==> src/rtl/ex_mem_reg.sv <==
// EX/MEM pipeline register for the 5-stage MIPS core.
// Holds execute-stage results for the memory stage, with hold, bubble and flush.
module ex_mem_reg #(
    parameter int DW  = 32,
    parameter int AW  = 5,
    parameter int OPW = 8
) (
    input  logic           clk,
    input  logic           rst,
    input  logic [5:0]     stall,
    input  logic           flush,
    input  logic [AW-1:0]  ex_wd,
    input  logic           ex_wreg,
    input  logic [DW-1:0]  ex_wdata,
    input  logic           ex_whilo,
    input  logic [DW-1:0]  ex_hi,
    input  logic [DW-1:0]  ex_lo,
    input  logic [OPW-1:0] ex_aluop,
    input  logic [DW-1:0]  ex_mem_addr,
    input  logic [DW-1:0]  ex_reg2,
    input  logic           ex_cp0_reg_we,
    input  logic [4:0]     ex_cp0_reg_write_addr,
    input  logic [DW-1:0]  ex_cp0_reg_data,
    input  logic [31:0]    ex_exc,
    input  logic           ex_is_in_delayslot,
    input  logic [DW-1:0]  ex_current_inst_address,
    output logic [AW-1:0]  mem_wd,
    output logic           mem_wreg,
    output logic [DW-1:0]  mem_wdata,
    output logic           mem_whilo,
    output logic [DW-1:0]  mem_hi,
    output logic [DW-1:0]  mem_lo,
    output logic [OPW-1:0] mem_aluop,
    output logic [DW-1:0]  mem_mem_addr,
    output logic [DW-1:0]  mem_reg2,
    output logic           mem_cp0_reg_we,
    output logic [4:0]     mem_cp0_reg_write_addr,
    output logic [DW-1:0]  mem_cp0_reg_data,
    output logic [31:0]    mem_exc,
    output logic           mem_is_in_delayslot,
    output logic [DW-1:0]  mem_current_inst_address,
    output logic           mem_valid
);

    logic clear;
    logic load;

    // A bubble is EX stalled while MEM advances; it clears like a flush.
    assign clear = flush || (stall[3] && !stall[4]);
    assign load  = !stall[3];

    always_ff @(posedge clk) begin
        if (rst || clear) begin
            mem_wd                   <= '0;
            mem_wreg                 <= 1'b0;
            mem_wdata                <= '0;
            mem_whilo                <= 1'b0;
            mem_hi                   <= '0;
            mem_lo                   <= '0;
            mem_aluop                <= '0;
            mem_mem_addr             <= '0;
            mem_reg2                 <= '0;
            mem_cp0_reg_we           <= 1'b0;
            mem_cp0_reg_write_addr   <= '0;
            mem_cp0_reg_data         <= '0;
            mem_exc                  <= '0;
            mem_is_in_delayslot      <= 1'b0;
            mem_current_inst_address <= '0;
            mem_valid                <= 1'b0;
        end else if (load) begin
            mem_wd                   <= ex_wd;
            mem_wreg                 <= ex_wreg;
            mem_wdata                <= ex_wdata;
            mem_whilo                <= ex_whilo;
            mem_hi                   <= ex_hi;
            mem_lo                   <= ex_lo;
            mem_aluop                <= ex_aluop;
            mem_mem_addr             <= ex_mem_addr;
            mem_reg2                 <= ex_reg2;
            mem_cp0_reg_we           <= ex_cp0_reg_we;
            mem_cp0_reg_write_addr   <= ex_cp0_reg_write_addr;
            mem_cp0_reg_data         <= ex_cp0_reg_data;
            mem_exc                  <= ex_exc;
            mem_is_in_delayslot      <= ex_is_in_delayslot;
            mem_current_inst_address <= ex_current_inst_address;
            mem_valid                <= 1'b1;
        end
    end

endmodule

==> config.mk <==
export PLATFORM = sky130hd
export DESIGN_NAME = ex_mem_reg
export DESIGN_NICKNAME = d
export VERILOG_FILES = /design/src/rtl/ex_mem_reg.sv
export SDC_FILE = /design/constraint.sdc
export NUM_CORES = 1
export LEC_CHECK = 0
export ABC_AREA = 0
export BUFFER_PORTS_ARGS = -buffer_cell sky130_fd_sc_hd__buf_2
export CORE_AREA = 2 2 221 223
export CTS_BUF_LIST = sky130_fd_sc_hd__clkbuf_16
export CTS_CLUSTER_SIZE = 10
export DETAILED_ROUTE_END_ITERATION = 16
export DIE_AREA = 0 0 223 225
export PLACE_DENSITY = 0.48
export SLEW_MARGIN = 10
export SYNTH_ARGS = -nofsm -noshare
export SYNTH_HDL_FRONTEND = slang
export SYNTH_SLANG_ARGS = --single-unit
==> constraint.sdc <==
create_clock -name clk -period 1.6 [get_ports clk]
set_input_delay 0.24 -clock clk [delete_from_list [all_inputs] [get_ports clk]]
set_output_delay 0.24 -clock clk [all_outputs]
set_load 0.01 [all_outputs]
Yosys cells after proc, flatten, opt, wreduce, memory -nomap -nowiden
Index checks and enable logic that the tools add are counted.
{ "word_totals": {"ff_bits": 279, "in_bits": 287, "output_inout_bits": 279} }
{ "classes": {"n_reduce_logical": 4} }
{ "op_table": {"columns": ["op", "count"], "rows": [
  ["logical OR 1 bit", 2],
  ["logical AND 1 bit", 1],
  ["zero test 1 bit", 1]
]} }

Logic depth before layout (Yosys ltp)
Gate-level depths: netlist of the first run.
{ "depth": {"ltp_word": 4, "ltp_mapped": 6, "mapped_depth_nobuf": 2} }

Least setup slack after synthesis of the first run
Ideal clock, no wire load.
{ "synth_timing": {"path_kind": "input to register", "start": "input port rst", "end": "register mem_mem_addr[0]", "arrival_ps": 992, "required_ps": 1530, "setup_slack_ps": 538, "cell_stages": 5, "path_buffers": 3, "cell_sequence": "or2_1 buf_2 buf_6 buf_2 a21oi_1"} }
{ "synth_between": {"elab_chain_cells": 1} }
{ "synth_rtl": {"columns": ["item", "line", "text"], "rows": [
  ["start, declared", "9", "input logic rst,"],
  ["logical OR 1 bit", "53", "if (rst || clear) begin"],
  ["end signal, assigned", "78", "mem_mem_addr <= ex_mem_addr;"],
  ["end, declared", "34", "output logic [DW-1:0] mem_mem_addr,"]
]} }
No other way between the ends.
A chain may end at the register's enable or synchronous reset.

Final worst setup path of the first run
{ "layout_timing": {"start": "register mem_wd[4]", "end": "output port mem_wd[4]"} }
{ "layout_lines": {"columns": ["item", "line", "text"], "rows": [
  ["start, declared", "27", "output logic [AW-1:0] mem_wd,"],
  ["start signal, assigned", "71", "mem_wd <= ex_wd;"]
]} }
No word-level cell between the ends.

==> impl_summary.log, run 1 <==
[metrics] result of the run: completed
[metrics] antenna violations before repair: 1
[metrics] number of warning messages in the yosys log: 0
[metrics] Bufs on Longest Clock Path: 3
[metrics] Avg Synthesized Cell Area: 8.681 sq um
[metrics] number of max-capacitance violations reported: 0
[metrics] share of layout cells above drive strength 1: 31.84%
[metrics] clk_skew: 0 ns
[metrics] crit path time final: 1.293 ns
[metrics] detailed-routing iteration count for the pre-antenna-repair pass: 5
[metrics] endpoint type of the worst setup path: output pin
[metrics] Psw: 4.012 mW
[metrics] CTS clk-pin slew, worst paths: roughly 0.05 ns
[metrics] clock buffers created by TritonCTS: 35
[metrics] path type of the worst min-delay path: in2reg
[metrics] count of final hold-check violations: 0
[metrics] Clock H-tree levels: 2
[metrics] number of instances in the synthesized netlist: ~1200
[metrics] fraction of power consumed by sequential logic: a little over two fifths
[metrics] GR Overflow Total: 0
[metrics] number of gates resized after cts: 0
[metrics] starting density of the core: 22.64%
[metrics] part of the total power dissipated in combinational logic: between 10% and 20%
[metrics] syn_nets: between 1500 and 2000
[metrics] Buf+Inv Stages, Crit Path: 1
[metrics] vias per inst: 4.389
[metrics] worst hold slack across all endpoints: 0.03652 ns
[metrics] endpoint required time on the critical path: 1.36 ns
[metrics] netlist area before placement: 10760 sq um
[metrics] vias in the first global route: roughly 11000
[metrics] Residual DRC: 0
[metrics] I/O pin total: about 570
[metrics] DIE AREA: approximately 50000 sq um
[metrics] Worst Path Class, Setup: reg2out
[metrics] Final HPWL DP: 27340 microns
[metrics] Layout area overhead: 66.65%
[metrics] placement row count: 80
[metrics] critical path, cell by cell: buf_2
[metrics] Std-Cell Core Area: roughly 48000 sq um
[metrics] DRT antenna net count: 0
[metrics] die height: ~230 microns
[metrics] wire length of the first global-routing pass: 61120 microns
[metrics] TritonCTS clock tree: done
[metrics] clock latency on the worst-skew pair: slightly above 0.5 ns
[metrics] final layout net count: about 2300
[metrics] # fillers: 4869
[metrics] switching share of power: 24.16%
[metrics] worst slew margin relative to its limit: 52.36%
[metrics] sequential fraction of the synthesis area: between 50% and 60%
[metrics] total power per unit cell area: 925.8 nW/um^2
[metrics] Die Span X: about 220 microns
[metrics] Routability Congestion: just over 0.8
[metrics] worst slew pin tran: 0.7146 ns
[metrics] maximum clock rate: 773.7 MHz
[metrics] IR Drop Worst-Case VDD: about 580 uV
[metrics] post-synthesis sequential element count: ~280
[metrics] Internal Power: roughly 13 mW
[metrics] sink count of the clock tree: 279
[metrics] Total Routing Usage GR: between 10% and 20%
[metrics] proportion of power drawn by the clock network: between 40% and 50%
[metrics] share of the core filled with cells: 37.73%
[metrics] category of the worst setup path launch point: register
[metrics] static leakage: around 7.8 nW
[metrics] total vias in the final route: 11640
[metrics] setup TNS: 0 ns
[metrics] Unique masters post-synth: 12
[metrics] cell chosen for the clock root: sky130_fd_sc_hd__clkbuf_16
[metrics] biggest fanout along the worst timing path: 2
[metrics] number of pins with negative max-slew slack in the final report: 0
[metrics] routed len/inst: about 15 microns
[metrics] maximum number of pins on one net before global-route repair: 131
[metrics] setup repair after global routing missed its margin: no
[metrics] category of cells accounting for the largest share of critical-path delay: flip-flops
[metrics] Setup-failing EPs final: 0
[metrics] starting DRC count in detailed routing: between 500 and 600
[metrics] arrival time reported for the critical path endpoint: ~1.1 ns
[metrics] Worst path slowest cell: sky130_fd_sc_hd__dfxtp_1
[metrics] delay of the slowest cell on the worst path: 0.34 ns
[metrics] number of input and output port buffers inserted: ~560
[metrics] ratio of final minimum period to clock period: between 80% and 90%
[metrics] Total Wirelength: 39940 microns
==> stage by stage <==
stage | setup WS, ns | power, mW | area [sq um] | instances
after floorplan | 0.5382 | 8.260 | 10760 | 1240
after global placement | 0.2699 | 9.085 | 14270 | 2335
after detailed placement | 0.2748 | 9.111 | 14270 | 2335
after CTS | 0.2357 | 16.94 | 17940 | 2650
after global routing | 0.2316 | 17.38 | 17940 | 2650
final | 0.3075 | 16.61 | 17940 | 2651
==> layout by cell type (no fill, tap or decap) <==
| master | n |
|---|---|
| sky130_fd_sc_hd__nand2_1 | 1 |
| sky130_fd_sc_hd__buf_4 | 26 |
| sky130_fd_sc_hd__nand3_1 | 278 |
| sky130_fd_sc_hd__or2_4 | 1 |
| sky130_fd_sc_hd__buf_12 | 17 |
| sky130_fd_sc_hd__clkinv_1 | 3 |
| sky130_fd_sc_hd__diode_2 | 1 |
| sky130_fd_sc_hd__dlygate4sd3_1 | 267 |
| sky130_fd_sc_hd__inv_1 | 5 |
| sky130_fd_sc_hd__buf_8 | 1 |
| sky130_fd_sc_hd__dfxtp_1 | 279 |
| sky130_fd_sc_hd__clkbuf_8 | 1 |
| sky130_fd_sc_hd__clkbuf_16 | 37 |
| sky130_fd_sc_hd__clkinv_2 | 2 |
| sky130_fd_sc_hd__bufinv_16 | 1 |
| sky130_fd_sc_hd__buf_2 | 559 |
| sky130_fd_sc_hd__nand2b_1 | 278 |
| sky130_fd_sc_hd__a21oi_2 | 3 |
| sky130_fd_sc_hd__a21oi_1 | 276 |
==> layout make-up <==
| class | count | area [sq um] | share of cell area, % |
|---|---|---|---|
| timing repair buffer | 871 | 6035 | 33.64 |
| clock inverter | 11 | 70.07 | 0.3906 |
| tap | 615 | 769.5 | 4.290 |
| antenna | 1 | 2.502 | 0.01395 |
| multi-input combinational | 837 | 4551 | 25.37 |
| sequential | 279 | 5585 | 31.14 |
| clock buffer | 37 | 925.9 | 5.161 |
==> synth_stat cells <==
cell type,instances,share of area [%]
sky130_fd_sc_hd__or2_1,1,0.058
sky130_fd_sc_hd__dfxtp_1,279,52
sky130_fd_sc_hd__a21oi_1,276,13
sky130_fd_sc_hd__clkbuf_1,36,1.3
sky130_fd_sc_hd__nand2b_1,278,16
sky130_fd_sc_hd__buf_6,6,0.63
sky130_fd_sc_hd__a21oi_2,3,0.24
sky130_fd_sc_hd__buf_2,69,3.2
sky130_fd_sc_hd__nand2_1,1,0.035
sky130_fd_sc_hd__buf_4,9,0.63
sky130_fd_sc_hd__buf_1,4,0.14
sky130_fd_sc_hd__nand3_1,278,13
==> metal layers <==
layer | GRT usage [%] | vias up | wire length, microns
li1 | - | 5757 | -
met1 | 17.41 | 5373 | 16300
met2 | 25.76 | 419 | 19340
met3 | 3.872 | 84 | 2798
met4 | 7.123 | 2 | 1496
met5 | 0 | - | 13
==> path summary, 6_finish.rpt <==
kind / to / startpoint / cells past startpoint / slack (ns)
worst min register to register: mem_valid / mem_valid / 2 / 0.45
worst max register to register: mem_aluop[0] / mem_aluop[0] / 2 / 0.92
worst max-delay path: mem_wd[4] / mem_wd[4] / 1 / 0.31
worst min-delay path: mem_current_inst_address[20] / ex_current_inst_address[20] / 3 / 0.04
==> sequential cells by signal, summed over array words and instances (netlist names) <==
signal                    count
mem_cp0_reg_we                1
mem_whilo                     1
mem_mem_addr                 32
mem_valid                     1
mem_wreg                      1
mem_current_inst_address     32
mem_cp0_reg_data             32
mem_exc                      32
mem_wdata                    32
mem_aluop                     8
mem_is_in_delayslot           1
mem_wd                        5
mem_hi                       32
mem_lo                       32
mem_reg2                     32
mem_cp0_reg_write_addr        5
==> what timing repair did <==
action / in CTS / in global routing
hold endpoints to repair: 267 / 0
hold buffers: 267 / 0
buffers inserted: 0 / 0
==> cells by family (layout without fill, tap and decap cells) <==
group	count (synthesis)	after routing	synth area share (%)
and+or+nand+nor	558	558	29.18
AOI/OAI and AO/OA	279	279	13.08
DFF	279	279	51.89
buffers and inverters	124	919	5.858
other	0	1	0
==> power groups by stage <==
stage	logic, mW	clock network [mW]	registers (mW)
floorplan	0.758	0	7.50
global placement	1.69	0	7.40
detailed placement	1.71	0	7.40
CTS	2.24	7.44	7.26
global route	2.42	7.68	7.28
finish	2.23	7.12	7.26
Power figures use the tool's default switching activity.
==> run 2: changes to the inputs <==
--- a/config.mk
+++ b/config.mk
@@ -7,12 +7,12 @@
 export LEC_CHECK = 0
 export ABC_AREA = 0
 export BUFFER_PORTS_ARGS = -buffer_cell sky130_fd_sc_hd__buf_2
-export CORE_AREA = 2 2 221 223
+export CORE_AREA = 2 2 218 220
 export CTS_BUF_LIST = sky130_fd_sc_hd__clkbuf_16
 export CTS_CLUSTER_SIZE = 10
 export DETAILED_ROUTE_END_ITERATION = 16
-export DIE_AREA = 0 0 223 225
-export PLACE_DENSITY = 0.48
+export DIE_AREA = 0 0 220 222
+export PLACE_DENSITY = 0.49
 export SLEW_MARGIN = 10
 export SYNTH_ARGS = -nofsm -noshare
 export SYNTH_HDL_FRONTEND = slang
==> constraint.sdc (replaced) <==
create_clock -name clk -period 1.3 [get_ports clk]
set_input_delay 0.195 -clock clk [delete_from_list [all_inputs] [get_ports clk]]
set_output_delay 0.195 -clock clk [all_outputs]
set_load 0.01 [all_outputs]
==> run 2 against run 1 <==
Net effect: utilization grew 1.6 points; power grew 23%; worst hold slack got worse by 0.0071 ns; largest power group unchanged; sequential share of layout area shrank 0.47 points; critical endpoint is now mem_exc[1].
==> impl_summary.log, run 2 (synthesized netlist as in run 1, its figures left out) <==
[metrics] result of the run: completed
[metrics] leading cell type in the layout, fill and taps excluded: sky130_fd_sc_hd__buf_2
[metrics] Std-Cell Core Area: about 46000 sq um
[metrics] vias in the first global route: 11830
[metrics] Worst path slowest cell: sky130_fd_sc_hd__dfxtp_1
[metrics] setup repair after global routing missed its margin: no
[metrics] DP Cell Count: between 2000 and 2500
[metrics] maximum clock rate: between 800 and 900 MHz
[metrics] arrival time reported for the critical path endpoint: roughly 1.1 ns
[metrics] Total Wirelength: between 30000 and 40000 microns
[metrics] clk_skew: 0 ns
[metrics] number of input and output port buffers inserted: between 500 and 600
[metrics] Buf+Inv Stages, Crit Path: 1
[metrics] worst slew margin relative to its limit: between 70% and 80%
[metrics] die height: about 220 microns
[metrics] DRT antenna net count: 0
[metrics] final layout net count: ~2300
[metrics] detailed-routing iteration count for the pre-antenna-repair pass: 4
[metrics] most frequent cells in the layout: sky130_fd_sc_hd__buf_2, sky130_fd_sc_hd__nand2b_1, sky130_fd_sc_hd__nand3_1, sky130_fd_sc_hd__dfxtp_1
[metrics] placement row count: ~80
[metrics] category of cells accounting for the largest share of critical-path delay: flip-flops
[metrics] TritonCTS clock tree: done
[metrics] switching share of power: about a quarter
[metrics] Routability Congestion: slightly below 0.8
[metrics] Layout area overhead: 69.22%
[metrics] share of the core filled with cells: between 30 and 40%
[metrics] Internal Power: 15.38 mW
[metrics] setup TNS: 0 ns
[metrics] starting DRC count in detailed routing: between 400 and 500
[metrics] endpoint type of the worst setup path: output pin
[metrics] vias per inst: approximately 4.4
[metrics] critical path, cell by cell: buf_2
[metrics] count of final hold-check violations: 0
[metrics] Die Span X: about 220 microns
[metrics] path type of the worst min-delay path: in2reg
[metrics] Final HPWL DP: between 20000 and 30000 microns
[metrics] share of layout cells above drive strength 1: 32.27%
[metrics] routed len/inst: around 15 microns
[metrics] sink count of the clock tree: 279
[metrics] delay of the slowest cell on the worst path: 0.36 ns
[metrics] clock latency on the worst-skew pair: about 0.51 ns
[metrics] wire length of the first global-routing pass: 60950 microns
[metrics] Residual DRC: 0
[metrics] worst slew pin tran: roughly 0.37 ns
[metrics] CTS clk-pin slew, worst paths: roughly 0.060 ns
[metrics] crit path time final: between 1 and 1.5 ns
[metrics] starting density of the core: around a quarter
[metrics] part of the total power dissipated in combinational logic: 13.8%
[metrics] Worst Path Class, Setup: reg2out
[metrics] number of pins with negative max-slew slack in the final report: 0
[metrics] Final Instance Count excl. Fillers: between 2000 and 3000
[metrics] cell chosen for the clock root: sky130_fd_sc_hd__clkbuf_16
[metrics] clock buffers created by TritonCTS: 35
[metrics] Psw: slightly above 5 mW
[metrics] Total Routing Usage GR: roughly 15%
[metrics] proportion of power drawn by the clock network: about 43%
[metrics] total vias in the final route: 11700
[metrics] antenna violations before repair: 0
[metrics] Bufs on Longest Clock Path: 3
[metrics] endpoint required time on the critical path: about 1.1 ns
[metrics] maximum number of pins on one net before global-route repair: between 60 and 70
[metrics] DIE AREA: around 49000 sq um
[metrics] ratio of final minimum period to clock period: a little over nine tenths
[metrics] I/O pin total: 566
[metrics] final antenna diode count: 0
[metrics] category of the worst setup path launch point: register
[metrics] fraction of power consumed by sequential logic: 43.7%
[metrics] total power per unit cell area: 1122 nW/um^2
[metrics] IR Drop Worst-Case VDD: around 1000 uV
[metrics] Setup-failing EPs final: 0
[metrics] GR Overflow Total: 0
[metrics] biggest fanout along the worst timing path: 2
[metrics] Clock H-tree levels: 2
[metrics] number of max-capacitance violations reported: 0
[metrics] static leakage: roughly 8 nW
==> run 2: per-layer routing <==
layer | GRT usage, % | vias to the layer above | wire length, microns
li1 | - | 5813 | -
met1 | 17.15 | 5355 | 15660
met2 | 26.68 | 427 | 19030
met3 | 4.143 | 109 | 3014
met4 | 7.621 | 0 | 1808
met5 | 0 | - | 0
==> run 2: final cells by class <==
cell class / instances / area, sq um
clock buffer: 35 / 875.8
clock inverter: 15 / 98.84
fill: 4628 / 28040
tap: 607 / 759.5
multi-input combinational: 837 / 4551
sequential: 279 / 5587
timing repair buffer: 898 / 6344
==> run 2: path summary, 6_finish.rpt <==
kind                                       from               end  slack, ns  depth (start not counted)
worst max-delay path                 mem_exc[1]        mem_exc[1]       0.06                          1
worst min-delay path            ex_mem_addr[29]  mem_mem_addr[29]       0.03                          3
worst min register to register        mem_valid         mem_valid       0.46                          2
worst max register to register       mem_hi[14]        mem_hi[14]       0.61                          2
==> run 2: metrics by stage <==
stage                     hold slack [ns]  worst slack, ns  area [sq um]  power, mW
after floorplan                    0.3412           0.2832         10760      10.17
after global placement             0.4424          0.08187         14450      11.25
after detailed placement           0.4553          0.05070         14450      11.28
after CTS                        0.006796         0.009270         18200      20.82
after global routing             0.006514        0.0006397         18220      21.40
final                             0.02938          0.05938         18220      20.44
==> run 2: tightest hold or removal path, cell delays in order <==
cell and delay [ns]:
sky130_fd_sc_hd__buf_2 0.08, sky130_fd_sc_hd__nand2b_1 0.11, sky130_fd_sc_hd__a21oi_1 0.14
==> run 2: power by group through the flow <==
| stage | Clock, mW | Sequential (mW) | Combinational, mW |
|---|---|---|---|
| 2_1_floorplan | 0 | 9.23 | 0.933 |
| 3_3_place_gp | 0 | 9.11 | 2.14 |
| 3_5_place_dp | 0 | 9.12 | 2.16 |
| 4_1_cts | 9.05 | 8.93 | 2.84 |
| 5_1_grt | 9.36 | 8.96 | 3.08 |
| 6_report | 8.68 | 8.94 | 2.83 |
==> run 2: what timing repair did <==
action / 4_1_cts / 5_1_grt
gates resized for setup: 1 / 2
hold endpoints to repair: 275 / 0
setup buffers: 0 / 1
setup endpoints to repair: 1 / 17
hold buffers: 277 / 0
pin swaps: 0 / 0
==> run 3: changes to the inputs <==
--- a/config.mk
+++ b/config.mk
@@ -7,12 +7,13 @@
 export LEC_CHECK = 0
 export ABC_AREA = 0
 export BUFFER_PORTS_ARGS = -buffer_cell sky130_fd_sc_hd__buf_2
-export CORE_AREA = 2 2 218 220
+export CORE_AREA = 2 2 221 223
 export CTS_BUF_LIST = sky130_fd_sc_hd__clkbuf_16
+export CTS_CLUSTER_DIAMETER = 120
 export CTS_CLUSTER_SIZE = 10
 export DETAILED_ROUTE_END_ITERATION = 16
-export DIE_AREA = 0 0 220 222
-export PLACE_DENSITY = 0.49
+export DIE_AREA = 0 0 223 225
+export PLACE_DENSITY = 0.48
 export SLEW_MARGIN = 10
 export SYNTH_ARGS = -nofsm -noshare
 export SYNTH_HDL_FRONTEND = slang
==> constraint.sdc (replaced) <==
create_clock -name clk -period 1.5 [get_ports clk]
set_input_delay 0.225 -clock clk [delete_from_list [all_inputs] [get_ports clk]]
set_output_delay 0.225 -clock clk [all_outputs]
set_load 0.01 [all_outputs]
==> run 3 against run 2 <==
Net effect: via count down 0.85%; sequential share of layout area up 0.28 points; combinational power shrank 13%; power shrank 18%; register-to-register slack improved by 0.19 ns; cell count is 0.52% lower; count of clock-buffer cells in the layout shrank 4; setup slack better by 0.044 ns; non-clock buffer count down 5; critical endpoint is now mem_wd[4]; largest power group unchanged.
==> impl_summary.log, run 3 (synthesized netlist as in run 1, its figures left out) <==
[metrics] arrival time reported for the critical path endpoint: ~1.2 ns
[metrics] Final HPWL DP: between 20000 and 30000 microns
[metrics] Setup-failing EPs final: 0
[metrics] cell chosen for the clock root: sky130_fd_sc_hd__clkbuf_16
[metrics] worst hold slack across all endpoints: ~0.016 ns
[metrics] Layout area overhead: 67.63%
[metrics] ratio of final minimum period to clock period: ~93%
[metrics] setup TNS: 0 ns
[metrics] maximum number of pins on one net before global-route repair: 90
[metrics] DRT antenna net count: 0
[metrics] crit path time final: 1.397 ns
[metrics] most frequent cells in the layout: sky130_fd_sc_hd__buf_2, sky130_fd_sc_hd__dfxtp_1, sky130_fd_sc_hd__nand2b_1, sky130_fd_sc_hd__nand3_1, sky130_fd_sc_hd__dlygate4sd3_1
[metrics] Clock H-tree levels: 1
[metrics] Bufs on Longest Clock Path: 3
[metrics] timing startpoint of the critical path: mem_wd[4]
[metrics] area occupied by multi-input gates: ~4600 sq um
[metrics] Routability Congestion: a little over 0.8
[metrics] cell area after placement: between 10000 and 15000 sq um
[metrics] endpoint required time on the critical path: 1.27 ns
[metrics] Std-Cell Core Area: between 40000 and 50000 sq um
[metrics] I/O pin total: 566
[metrics] Worst path slowest cell: sky130_fd_sc_hd__dfxtp_1
[metrics] Worst Path Class, Setup: reg2out
[metrics] vias in the first global route: about 11000
[metrics] biggest fanout along the worst timing path: 2
[metrics] placement row count: 80
[metrics] delay of the slowest cell on the worst path: ~0.33 ns
[metrics] category of cells accounting for the largest share of critical-path delay: flip-flops
[metrics] starting density of the core: 22.64%
[metrics] setup repair after global routing missed its margin: no
[metrics] number of input and output port buffers inserted: between 500 and 600
[metrics] count of final hold-check violations: 0
[metrics] number of max-capacitance violations reported: 0
[metrics] Residual DRC: 0
[metrics] cell count of the worst hold path: 3
[metrics] clock latency on the worst-skew pair: ~0.56 ns
[metrics] die height: between 200 and 250 microns
[metrics] sink of the worst hold path: mem_cp0_reg_data[23]
[metrics] final antenna diode count: 0
[metrics] static leakage: ~8 nW
[metrics] worst slew margin relative to its limit: between 70% and 80%
[metrics] total power per unit cell area: 926.8 nW/um^2
[metrics] routed len/inst: around 15 microns
[metrics] startpoint of the worst register-to-register path: mem_reg2[30]
[metrics] clk_skew: 0 ns
[metrics] CTS clk-pin slew, worst paths: ~0.06 ns
[metrics] result of the run: completed
[metrics] category of the worst setup path launch point: register
[metrics] detailed-routing iteration count for the pre-antenna-repair pass: 4
[metrics] clock buffers created by TritonCTS: 31
[metrics] final layout net count: approximately 2300
[metrics] Die Span X: between 200 and 250 microns
[metrics] Total Routing Usage GR: between 10% and 20%
[metrics] GR Overflow Total: 0
[metrics] wire length of the first global-routing pass: between 60000 and 70000 microns
[metrics] sink count of the clock tree: around 280
[metrics] worst slew pin tran: about 0.45 ns
[metrics] depth of the most critical reg-to-reg path: 2
[metrics] reg-to-reg endpoint: mem_reg2[30]
[metrics] # fillers: about 4800
[metrics] endpoint type of the worst setup path: output pin
[metrics] DIE AREA: about 50000 sq um
[metrics] number of gates resized after cts: 0
[metrics] total setup buffers inserted after CTS: 0
[metrics] starting DRC count in detailed routing: roughly 560
[metrics] Buf+Inv Stages, Crit Path: 1
[metrics] path type of the worst min-delay path: in2reg
[metrics] leading cell type in the layout, fill and taps excluded: sky130_fd_sc_hd__buf_2
[metrics] vias per inst: between 4 and 5
[metrics] total vias in the final route: 11610
[metrics] logic depth of the worst setup path including buffers: 1
[metrics] TritonCTS clock tree: done
[metrics] worst hold path startpoint: stall[3]
[metrics] antenna violations before repair: 0
[metrics] share of layout cells above drive strength 1: 31.93%
[metrics] cts-stage hold buffer count: between 200 and 300
[metrics] worst-case register-to-register setup slack: roughly 0.80 ns
[metrics] footprint of the flip-flops and latches: ~5600 sq um
[metrics] maximum clock rate: 716.0 MHz
[metrics] IR Drop Worst-Case VDD: 737.3 uV
[metrics] post-route cell area: approximately 18000 sq um
[metrics] Total Wirelength: a little under 40000 microns
[metrics] critical path, cell by cell: buf_2
[metrics] number of pins with negative max-slew slack in the final report: 0
-- run 3: report_power, final --
part | switching [mW] | internal [mW]
combinational | 1.11 | 1.34
sequential | 0.107 | 7.63
clock | 2.92 | 3.60
total | 4.14 | 12.6
-- run 3: through the flow --
step / setup slack (ns) / total power, mW / utilization [%] / std cells
2_1_floorplan: 0.4532 / 8.811 / - / 1240
3_3_place_gp: 0.2407 / 9.758 / 30.46 / 2347
3_5_place_dp: 0.2152 / 9.785 / 30.46 / 2347
4_1_cts: 0.07290 / 16.98 / 37.95 / 2657
5_1_grt: 0.04274 / 17.51 / 37.95 / 2657
6_report: 0.1034 / 16.72 / 37.95 / 2657
-- run 3: cell type report --
type / count / share of cell area (%)
multi-input combinational: 837 / 25.22
tap: 615 / 4.265
clock buffer: 31 / 4.299
timing repair buffer: 893 / 35.19
clock inverter: 2 / 0.06934
sequential: 279 / 30.95
-- run 3: routing by layer --
layer	vias up	wire length [microns]	global-route usage, %
li1	5794	-	-
met1	5373	16450	17.17
met2	380	19560	26.53
met3	58	2585	3.142
met4	0	1045	4.893
met5	-	0	0
-- run 3: worst max-delay path by stage --
stage                             endpoint  slack [ns]
after floorplan            mem_mem_addr[0]        0.45
after global placement    mem_mem_addr[15]        0.24
after detailed placement   mem_mem_addr[7]        0.22
after CTS                        mem_wd[4]        0.07
after global routing             mem_wd[4]        0.04
final                            mem_wd[4]        0.10
-- run 3: worst register-to-register path: stages, from the launching register on --
cell and delay, ns:
sky130_fd_sc_hd__dfxtp_1 0.35, sky130_fd_sc_hd__nand3_1 0.08, sky130_fd_sc_hd__a21oi_1 0.19
